--- config.mk ---
export PLATFORM = sky130hd
export DESIGN_NAME = memory_controller_flat
export DESIGN_NICKNAME = d
export VERILOG_FILES = /design/src/rtl/memory_ctrl_pkg.sv /design/src/rtl/memory_controller_if.sv /design/src/rtl/mem_wait_counter.sv /design/src/rtl/memory_controller.sv /design/src/flat_wrapper.sv
export SDC_FILE = /design/constraint.sdc
export NUM_CORES = 1
export LEC_CHECK = 0
export CAP_MARGIN = 0
export CORE_MARGIN = 2
export CORE_UTILIZATION = 52
export CTS_CLUSTER_DIAMETER = 80
export DETAILED_ROUTE_END_ITERATION = 8
export PLACE_DENSITY = 0.8
export SETUP_SLACK_MARGIN = 0.5
export SLEW_MARGIN = 5
export SYNTH_ARGS = -nofsm -noshare
export SYNTH_HDL_FRONTEND = slang
export SYNTH_SLANG_ARGS = --single-unit
export TNS_END_PERCENT = 5
--- constraint.sdc ---
create_clock -name clk -period 2.6 [get_ports clk]
set_input_delay 0.78 -clock clk [delete_from_list [all_inputs] [get_ports clk]]
set_output_delay 0.78 -clock clk [all_outputs]
set_load 0.05 [all_outputs]
--- src/rtl/memory_ctrl_pkg.sv ---
// Shared types and default sizing for the cache miss sequencer.
package memory_ctrl_pkg;

  typedef enum logic [1:0] {
    IDLE      = 2'd0,
    WRITEBACK = 2'd1,
    REFILL    = 2'd2
  } mc_state_t;

  localparam int unsigned MEM_LATENCY_DEF = 4;
  localparam int unsigned CNT_W_DEF       = 16;

endpackage

--- src/rtl/memory_controller_if.sv ---
// Handshake between the CPU/cache datapath and the miss sequencer.
interface memory_controller_if;

  logic cpu_req;
  logic hit;
  logic dirty_bit;
  logic cpu_ready;
  logic cache_we;
  logic mem_in_select;
  logic mem_we;
  logic mem_re;

  modport master (
    output cpu_req, hit, dirty_bit,
    input  cpu_ready, cache_we, mem_in_select, mem_we, mem_re
  );

  modport slave (
    input  cpu_req, hit, dirty_bit,
    output cpu_ready, cache_we, mem_in_select, mem_we, mem_re
  );

endinterface

--- src/rtl/mem_wait_counter.sv ---
// Loadable down-counter timing one main-memory line transfer; done marks the last cycle.
module mem_wait_counter #(
  parameter int unsigned W = 3
) (
  input  logic         clk,
  input  logic         rst_b,
  input  logic         load,
  input  logic [W-1:0] load_val,
  output logic [W-1:0] cnt,
  output logic         done
);

  always_ff @(posedge clk or negedge rst_b) begin
    if (!rst_b) begin
      cnt <= '0;
    end else if (load) begin
      cnt <= load_val;
    end else if (cnt != '0) begin
      cnt <= cnt - W'(1);
    end
  end

  assign done = (cnt == '0);

endmodule

--- src/rtl/memory_controller.sv ---
// Cache miss sequencer: write-back, refill, replay, plus saturating hit/miss/write-back statistics.
module memory_controller
  import memory_ctrl_pkg::*;
#(
  parameter int unsigned MEM_LATENCY = MEM_LATENCY_DEF,
  parameter int unsigned CNT_W       = CNT_W_DEF
) (
  input  logic                 clk,
  input  logic                 rst_b,
  memory_controller_if.slave   bus,
  input  logic                 clear_stats,
  output logic                 busy,
  output logic [CNT_W-1:0]     hit_count,
  output logic [CNT_W-1:0]     miss_count,
  output logic [CNT_W-1:0]     wb_count
);

  localparam int unsigned     WAIT_W    = $clog2(MEM_LATENCY + 1);
  localparam logic [WAIT_W-1:0] LAST_LOAD = WAIT_W'(MEM_LATENCY - 1);
  localparam logic [WAIT_W-1:0] PENULT    = WAIT_W'(1);
  localparam logic            ONE_CYCLE = 1'(MEM_LATENCY == 1);

  mc_state_t         state;
  logic              refilled;
  logic              cache_we_q;
  logic              sel_q;
  logic              we_q;
  logic              re_q;
  logic              miss_c;
  logic              ready_c;
  logic              wait_load;
  logic              wait_done;
  logic [WAIT_W-1:0] wait_cnt;

  assign miss_c    = (state == IDLE) && bus.cpu_req && !bus.hit;
  assign ready_c   = rst_b && (state == IDLE) && bus.cpu_req && bus.hit;
  assign wait_load = miss_c || ((state == WRITEBACK) && wait_done);

  mem_wait_counter #(.W(WAIT_W)) u_wait (
    .clk      (clk),
    .rst_b    (rst_b),
    .load     (wait_load),
    .load_val (LAST_LOAD),
    .cnt      (wait_cnt),
    .done     (wait_done)
  );

  // Sequencer; memory strobes are registered one cycle ahead so they track state exactly.
  always_ff @(posedge clk or negedge rst_b) begin
    if (!rst_b) begin
      state      <= IDLE;
      refilled   <= 1'b0;
      cache_we_q <= 1'b0;
      sel_q      <= 1'b0;
      we_q       <= 1'b0;
      re_q       <= 1'b0;
      busy       <= 1'b0;
    end else begin
      case (state)
        IDLE: begin
          if (!bus.cpu_req || bus.hit) begin
            refilled <= 1'b0;
          end
          if (miss_c) begin
            busy <= 1'b1;
            if (bus.dirty_bit) begin
              state <= WRITEBACK;
              sel_q <= 1'b1;
              we_q  <= 1'b1;
            end else begin
              state      <= REFILL;
              re_q       <= 1'b1;
              cache_we_q <= ONE_CYCLE;
            end
          end
        end
        WRITEBACK: begin
          if (wait_done) begin
            state      <= REFILL;
            sel_q      <= 1'b0;
            we_q       <= 1'b0;
            re_q       <= 1'b1;
            cache_we_q <= ONE_CYCLE;
          end
        end
        REFILL: begin
          if (wait_done) begin
            state      <= IDLE;
            re_q       <= 1'b0;
            cache_we_q <= 1'b0;
            busy       <= 1'b0;
            refilled   <= 1'b1;
          end else begin
            cache_we_q <= (wait_cnt == PENULT);
          end
        end
        default: begin
          state      <= IDLE;
          sel_q      <= 1'b0;
          we_q       <= 1'b0;
          re_q       <= 1'b0;
          cache_we_q <= 1'b0;
          busy       <= 1'b0;
        end
      endcase
    end
  end

  assign bus.cpu_ready     = ready_c;
  assign bus.cache_we      = cache_we_q;
  assign bus.mem_in_select = sel_q;
  assign bus.mem_we        = we_q;
  assign bus.mem_re        = re_q;

  // Saturating statistics; clear wins over a same-cycle increment.
  always_ff @(posedge clk or negedge rst_b) begin
    if (!rst_b) begin
      hit_count  <= '0;
      miss_count <= '0;
      wb_count   <= '0;
    end else if (clear_stats) begin
      hit_count  <= '0;
      miss_count <= '0;
      wb_count   <= '0;
    end else begin
      if (ready_c && !refilled && (hit_count != '1)) begin
        hit_count <= hit_count + CNT_W'(1);
      end
      if (miss_c && (miss_count != '1)) begin
        miss_count <= miss_count + CNT_W'(1);
      end
      if (miss_c && bus.dirty_bit && (wb_count != '1)) begin
        wb_count <= wb_count + CNT_W'(1);
      end
    end
  end

endmodule

--- src/flat_wrapper.sv ---
// flat-port wrapper written by rule: the top's interface ports become plain ports
module memory_controller_flat import memory_ctrl_pkg::*;
#(
  parameter int unsigned MEM_LATENCY = MEM_LATENCY_DEF,
  parameter int unsigned CNT_W       = CNT_W_DEF
)
  (clk, rst_b, clear_stats, busy, hit_count, miss_count, wb_count, bus_cpu_req, bus_hit, bus_dirty_bit, bus_cpu_ready, bus_cache_we, bus_mem_in_select, bus_mem_we, bus_mem_re);
  memory_controller_if bus_i ();
  input  logic clk;
  input  logic rst_b;
  input  logic clear_stats;
  output logic busy;
  output logic [CNT_W-1:0] hit_count;
  output logic [CNT_W-1:0] miss_count;
  output logic [CNT_W-1:0] wb_count;
  input wire logic [$bits(bus_i.cpu_req)-1:0] bus_cpu_req;
  input wire logic [$bits(bus_i.hit)-1:0] bus_hit;
  input wire logic [$bits(bus_i.dirty_bit)-1:0] bus_dirty_bit;
  output wire logic [$bits(bus_i.cpu_ready)-1:0] bus_cpu_ready;
  output wire logic [$bits(bus_i.cache_we)-1:0] bus_cache_we;
  output wire logic [$bits(bus_i.mem_in_select)-1:0] bus_mem_in_select;
  output wire logic [$bits(bus_i.mem_we)-1:0] bus_mem_we;
  output wire logic [$bits(bus_i.mem_re)-1:0] bus_mem_re;
  assign bus_i.cpu_req = bus_cpu_req;
  assign bus_i.hit = bus_hit;
  assign bus_i.dirty_bit = bus_dirty_bit;
  assign bus_cpu_ready = bus_i.cpu_ready;
  assign bus_cache_we = bus_i.cache_we;
  assign bus_mem_in_select = bus_i.mem_in_select;
  assign bus_mem_we = bus_i.mem_we;
  assign bus_mem_re = bus_i.mem_re;
  memory_controller #(.MEM_LATENCY(MEM_LATENCY), .CNT_W(CNT_W)) u_core (.clk(clk), .rst_b(rst_b), .bus(bus_i), .clear_stats(clear_stats), .busy(busy), .hit_count(hit_count), .miss_count(miss_count), .wb_count(wb_count));
endmodule
* Word-level counts from Yosys, hierarchy flattened
Cells that the tools add are included.
** Word-level totals
- Logic and storage cells :: 87
- Flip-flop bits (word level) :: 58
- Output and inout bits :: 54
** Operators by class
- Bitwise gates (word level) :: 2
- Multiplexer cells :: 29
- Reduce and logical (&&, ||, !) cells :: 30
- $add $sub $neg :: 4
- Equality and inequality tests :: 12
** Operators with widths (number)
- 16-bit two-way mux :: 6
- 16-bit by 1-bit adder with 16-bit output, second input constant :: 3
- 16-bit != test, second input constant :: 3
- 1-bit one-hot mux with 3 select lines :: 4
- 3-bit AND reduction :: 4
- 1-bit logical AND :: 11
- 1-bit two-way mux :: 11
- 2-bit nonzero test :: 5
- 2-bit two-way mux :: 4
- 4-bit AND reduction :: 2
- 3-bit two-way mux :: 2
- 2-bit by 1-bit != test with 1-bit output, second input constant :: 3
- 2-bit != test, second input constant :: 3
- 2-bit one-hot mux with 3 select lines :: 1
- 3-bit by 1-bit equality test with 1-bit output, second input constant :: 1
- 1-bit zero test :: 3
- 3-bit zero test :: 1
- 3-bit nonzero test :: 1
- 3-bit by 1-bit subtractor with 3-bit output, second input constant :: 1
- 2-bit by 1-bit equality test with 1-bit output, second input constant :: 1
- 2-bit equality test, second input constant :: 1
- 2-bit zero test :: 1
- 1-bit logical OR :: 2
- 1-bit NOT :: 2
- 1-bit one-hot mux with 2 select lines :: 1

* Depth between registers and ports, before layout
- Word-level depth :: 8
- Mapped depth :: 6
- Gate-level depth less buffers :: 6

* Cells and area by module
Synthesis repeated with hierarchy kept, for this count alone.
** Unflattened totals
- Cell total of the unflattened synthesis :: 361
- Area total of the unflattened synthesis :: 3311.9 um2
** Modules (own cells, without submodules)
- memory_controller :: area each 3110.5 um2, sequential area each 1376.3 um2, cells an instance 340, times used 1
- mem_wait_counter :: area each 201.4 um2, sequential area each 75.1 um2, cells an instance 21, times used 1

* Least setup slack after synthesis
Ideal clock, no wire load.
- Path kind :: input to register
- From :: input port bus_hit
- To :: register u_core.miss_count[15]
- Arrival :: 2.501 ns
- Cell stages on the path :: 5
- Buffers on the path :: 1
- Setup time :: 0.120 ns
- Setup slack :: -0.020 ns
- Cell sequence :: or4b_1 -> clkbuf_2 -> or4_4 -> or4_1 -> and3_1
** Between the ends
- Longest elaborated chain between the ends :: 4
** Ends and longest elaborated chain
- start: declaration :: line flat_wrapper.sv:17 : input wire logic [$bits(bus_i.hit)-1:0] bus_hit;
- 1-bit zero test :: line memory_controller.sv:35 : assign miss_c = (state == IDLE) && bus.cpu_req && !bus.hit;
- 1-bit logical AND :: line memory_controller.sv:35
- 1-bit logical AND :: line memory_controller.sv:129 : if (miss_c && (miss_count != '1)) begin
- 2-bit nonzero test (no line)
- end signal: assignment :: line memory_controller.sv:130 : miss_count <= miss_count + CNT_W'(1);
- end: declaration :: line memory_controller.sv:14 : output logic [CNT_W-1:0] miss_count,
Every way passes these cells.
A chain may end at the register's enable or synchronous reset.

* Final worst setup path
- From :: register u_core.hit_count[4]
- To :: output port hit_count[4]
** RTL lines
- start: declaration :: line memory_controller.sv:13 : output logic [CNT_W-1:0] hit_count,
- start signal: assignment :: line memory_controller.sv:127 : hit_count <= hit_count + CNT_W'(1);
- end: declaration :: line flat_wrapper.sv:13 : output logic [CNT_W-1:0] hit_count;
No word-level cell between the ends.

==> impl_metrics.ini <==
[clock_tree]
cts-hold-fix-buffers = 0
cts_root_buffer = clkbuf_8
tritoncts_clock_tree = done
tritoncts.num_buffers = 9
ctsHtreeMaxLevel = 3
path_clk_slew_ns = 0.06
clkLatencyLatePin_ns = 0.33
cts-root-to-sink-buffers = 2
clock_sink_count = 58

[sta]
final-max-slew-violation-count = 0
totalNegativeSetupSlack_ns = 0
min_period_over_period = 0.913
setup_violations = 0
grt_setup_unrepaired = yes
post-route-min-period_ns = 2.37
tightestPinTransition_ns = 0.704
max_slew_headroom_at_the_worst_pin = 0.530
final_setup_skew_ns = 0.00456
fmax_mhz = 421
timing_hold_violations_final = 0

[yosys]
synth-seq-area-share = 0.455
post_synth_instance_area_um2 = 3190
synth_edf_count = 0
synthDistinctLibCells = 44
synth_top_area_share = 0.455
syn-num-nets = 355
syn-instance-count = 343
postSynthRegisterBits = 58
synth-warning-count = 0
synth.largest_area_cell = dfrtp_1
synth_area_per_cell_um2 = 9.29
synth_async_sr_flop_share = 1.00
synth.top_cells.by_area = dfrtp_1 46%, a21oi_1 5.2%, o31ai_1 4.5%
synth_top_flop_cell = dfrtp_1

[global_route]
grt_remaining_overflow = 0
grt_max_degree = 56
grt_antenna_before_repair = 0
grt_first_pass_wirelength_mm = 13.1
grt.total_usage = 0.251
global_route_track_usage_on_met3 = 0.0402
grt_use_met1 = 0.341
met2_track_demand_over_resource_in_global_routing = 0.398
global_route.peak_usage_layer = met2
first_global_vias = 2860

[final_layout]
area_growth_syn_to_layout_pct = 32.6
layout.cell_area.non_filler_um2 = 4230
finalNetCount = 438
fillCellCount = 454
share_of_cells_above_drive_strength_1 = 0.144
diodes = 0

[worst_setup_path]
critPathMaxFanout = 6
critical_path.n_buffers_inverters = 1
worst_setup_path_end_kind = output pin
critPathRequiredTime_ns = 1.82
crit_path_leading_delay_family = buffers and inverters
worstPathCellList = clkdlybuf4s50_1
critical_path_class = reg -> out
cp_data_arrival_time_ns = 1.59
critical-path-max-stage-delay_ns = 0.83
crit_path_start_kind = flop
timing.critical_path.slowest_stage_cell = clkdlybuf4s50_1

[route]
drcViolationCount = 0
via_count = 3110
count_of_routing_violations_after_the_opening_detailed_route_iteration = 187
vias_per_instance = 6.16
wirelength_mm = 8.04
firstDrtPassIters = 4
ant_nets = 0
avgRoutedWirePerCell_um = 15.9

[floorplanning]
floorplan.initialDensity = 0.538
rows = 28
die_w_um = 82.3
core_area_um2 = 5920
num_io_pins = 60
dieHeight_um = 82.3
dieArea_um2 = 6770

[place]
dp_hpwl_mm = 5.42
port_buffers = 59
gpl.final_weighted_congestion = 0.824
placement.cell_area_um2 = 4020

[run_status]
outcome = completed

[power_and_ir_drop]
ir_drop_mv = 0.602
powerDensity_nw_per_um2 = 571
power.leakage_nw = 1.83

[flow_run]
drv.max_cap_violation_count = 0

[hold_path]
worstHoldPathType = in -> async
sequential cells by signal (all words and copies together), names as in the netlist:
signal / cells
u_core.hit_count: 16
u_core.miss_count: 16
u_core.busy: 1
u_core.refilled: 1
u_core.bus.cache_we: 1
u_core.state: 2
u_core.bus.mem_in_select: 1
u_core.bus.mem_re: 1
u_core.u_wait.cnt: 3
u_core.wb_count: 16
cell type report:
type / instances / area (µm²) / share of cell area
Multi-Input combinational cell: 260 / 1660 / 0.394
Sequential cell: 58 / 1450 / 0.343
Timing Repair Buffer: 88 / 815 / 0.193
Clock buffer: 12 / 155 / 0.0367
Tap cell: 75 / 93.8 / 0.0222
Inverter: 9 / 33.8 / 0.00799
Clock inverter: 3 / 15.0 / 0.00355
layer usage:
layer	vias up	wire length (µm)	share of wire
met4	0	109	0.014
li1	1492	-	-
met1	1523	3630	0.45
met3	12	381	0.047
met2	83	3920	0.49
met5	-	0	0
stage by stage:
stage           util  std cells  power [mW]  hold WS [ns]  setup WS, ns
3_5_place_dp   0.679        485        1.66         0.471        -0.355
4_1_cts        0.712        505        2.43         0.260         0.218
2_1_floorplan      -        343        1.45         0.463        0.0755
5_1_grt        0.714        505        2.53         0.266         0.182
3_3_place_gp   0.679        485        1.64         0.467        -0.320
6_report       0.714        505        2.41         0.267         0.226
cell usage in the layout, fill, tap and decap left out, types with 11 or more instances in the layout:
master           count
o21ai_0             20
nand4_1             15
o31ai_1             19
clkbuf_8            11
buf_4               28
dlygate4sd2_1       18
or4_1               19
dfrtp_1             58
nand2_1             33
nand3_1             14
nor2_1              13
a21oi_1             33
clkdlybuf4s50_1     32
logic make-up after synthesis:
| logic type | count (synthesis) | synth area share |
|---|---|---|
| AO/OA/AOI/OAI | 95 | 0.189 |
| adder cells (fa/ha/maj) | 6 | 0.0235 |
| buffers and inverters | 25 | 0.0310 |
| flip-flops | 58 | 0.455 |
| multiplexers | 8 | 0.0275 |
| AND/OR/NAND/NOR | 151 | 0.274 |
synth_stat cells (2+ instances only):
cell type and count:
nor2b_1 8, nor4b_1 2, nand3_1 14, or3_1 9, a21oi_1 33, o31ai_1 19, a31oi_1 2, nor2_1 13
o41ai_1 5, dfrtp_1 58, ha_1 6, o311ai_0 5, nor3_1 2, or4_1 19, nand3b_1 2, nor4_1 9
and3_1 10, mux2i_1 2, o21a_1 2, o21ai_0 20, clkbuf_1 14, inv_1 9, nand2_1 33, o31a_1 2
nand2b_1 2, and4_1 6, nand4_1 15, mux2_2 6
worst paths after layout:
path | start | to | slack [ns] | cells past startpoint
max | u_core.hit_count[4]$_DFFE_PN0P_ | hit_count[4] | 0.23 | 1
min | rst_b | u_core.bus.cache_we$_DFFE_PN0P_ | 0.27 | 1
max reg2reg | u_core.state[0]$_DFFE_PN0P_ | u_core.hit_count[9]$_DFFE_PN0P_ | 0.44 | 10
min reg2reg | u_core.busy$_DFFE_PN0P_ | u_core.busy$_DFFE_PN0P_ | 0.48 | 2
max in group asynchronous | rst_b | u_core.miss_count[8]$_DFFE_PN0P_ | 1.41 | 2
min in group clk | u_core.busy$_DFFE_PN0P_ | u_core.busy$_DFFE_PN0P_ | 0.48 | 2
power breakdown:
group / switching (mW) / total (mW) / leakage (nW) / internal [mW]
clock network: 0.349 / 0.737 / 0.0920 / 0.388
logic: 0.396 / 0.647 / 0.944 / 0.251
registers: 0.0539 / 1.03 / 0.791 / 0.975
timing repair:
item,in CTS,in global routing
setup buffers,5,0
resized for setup,35,4
setup endpoints to repair,96,85
pin swaps,2,0
No activity file was read; power rests on OpenSTA's default activity.
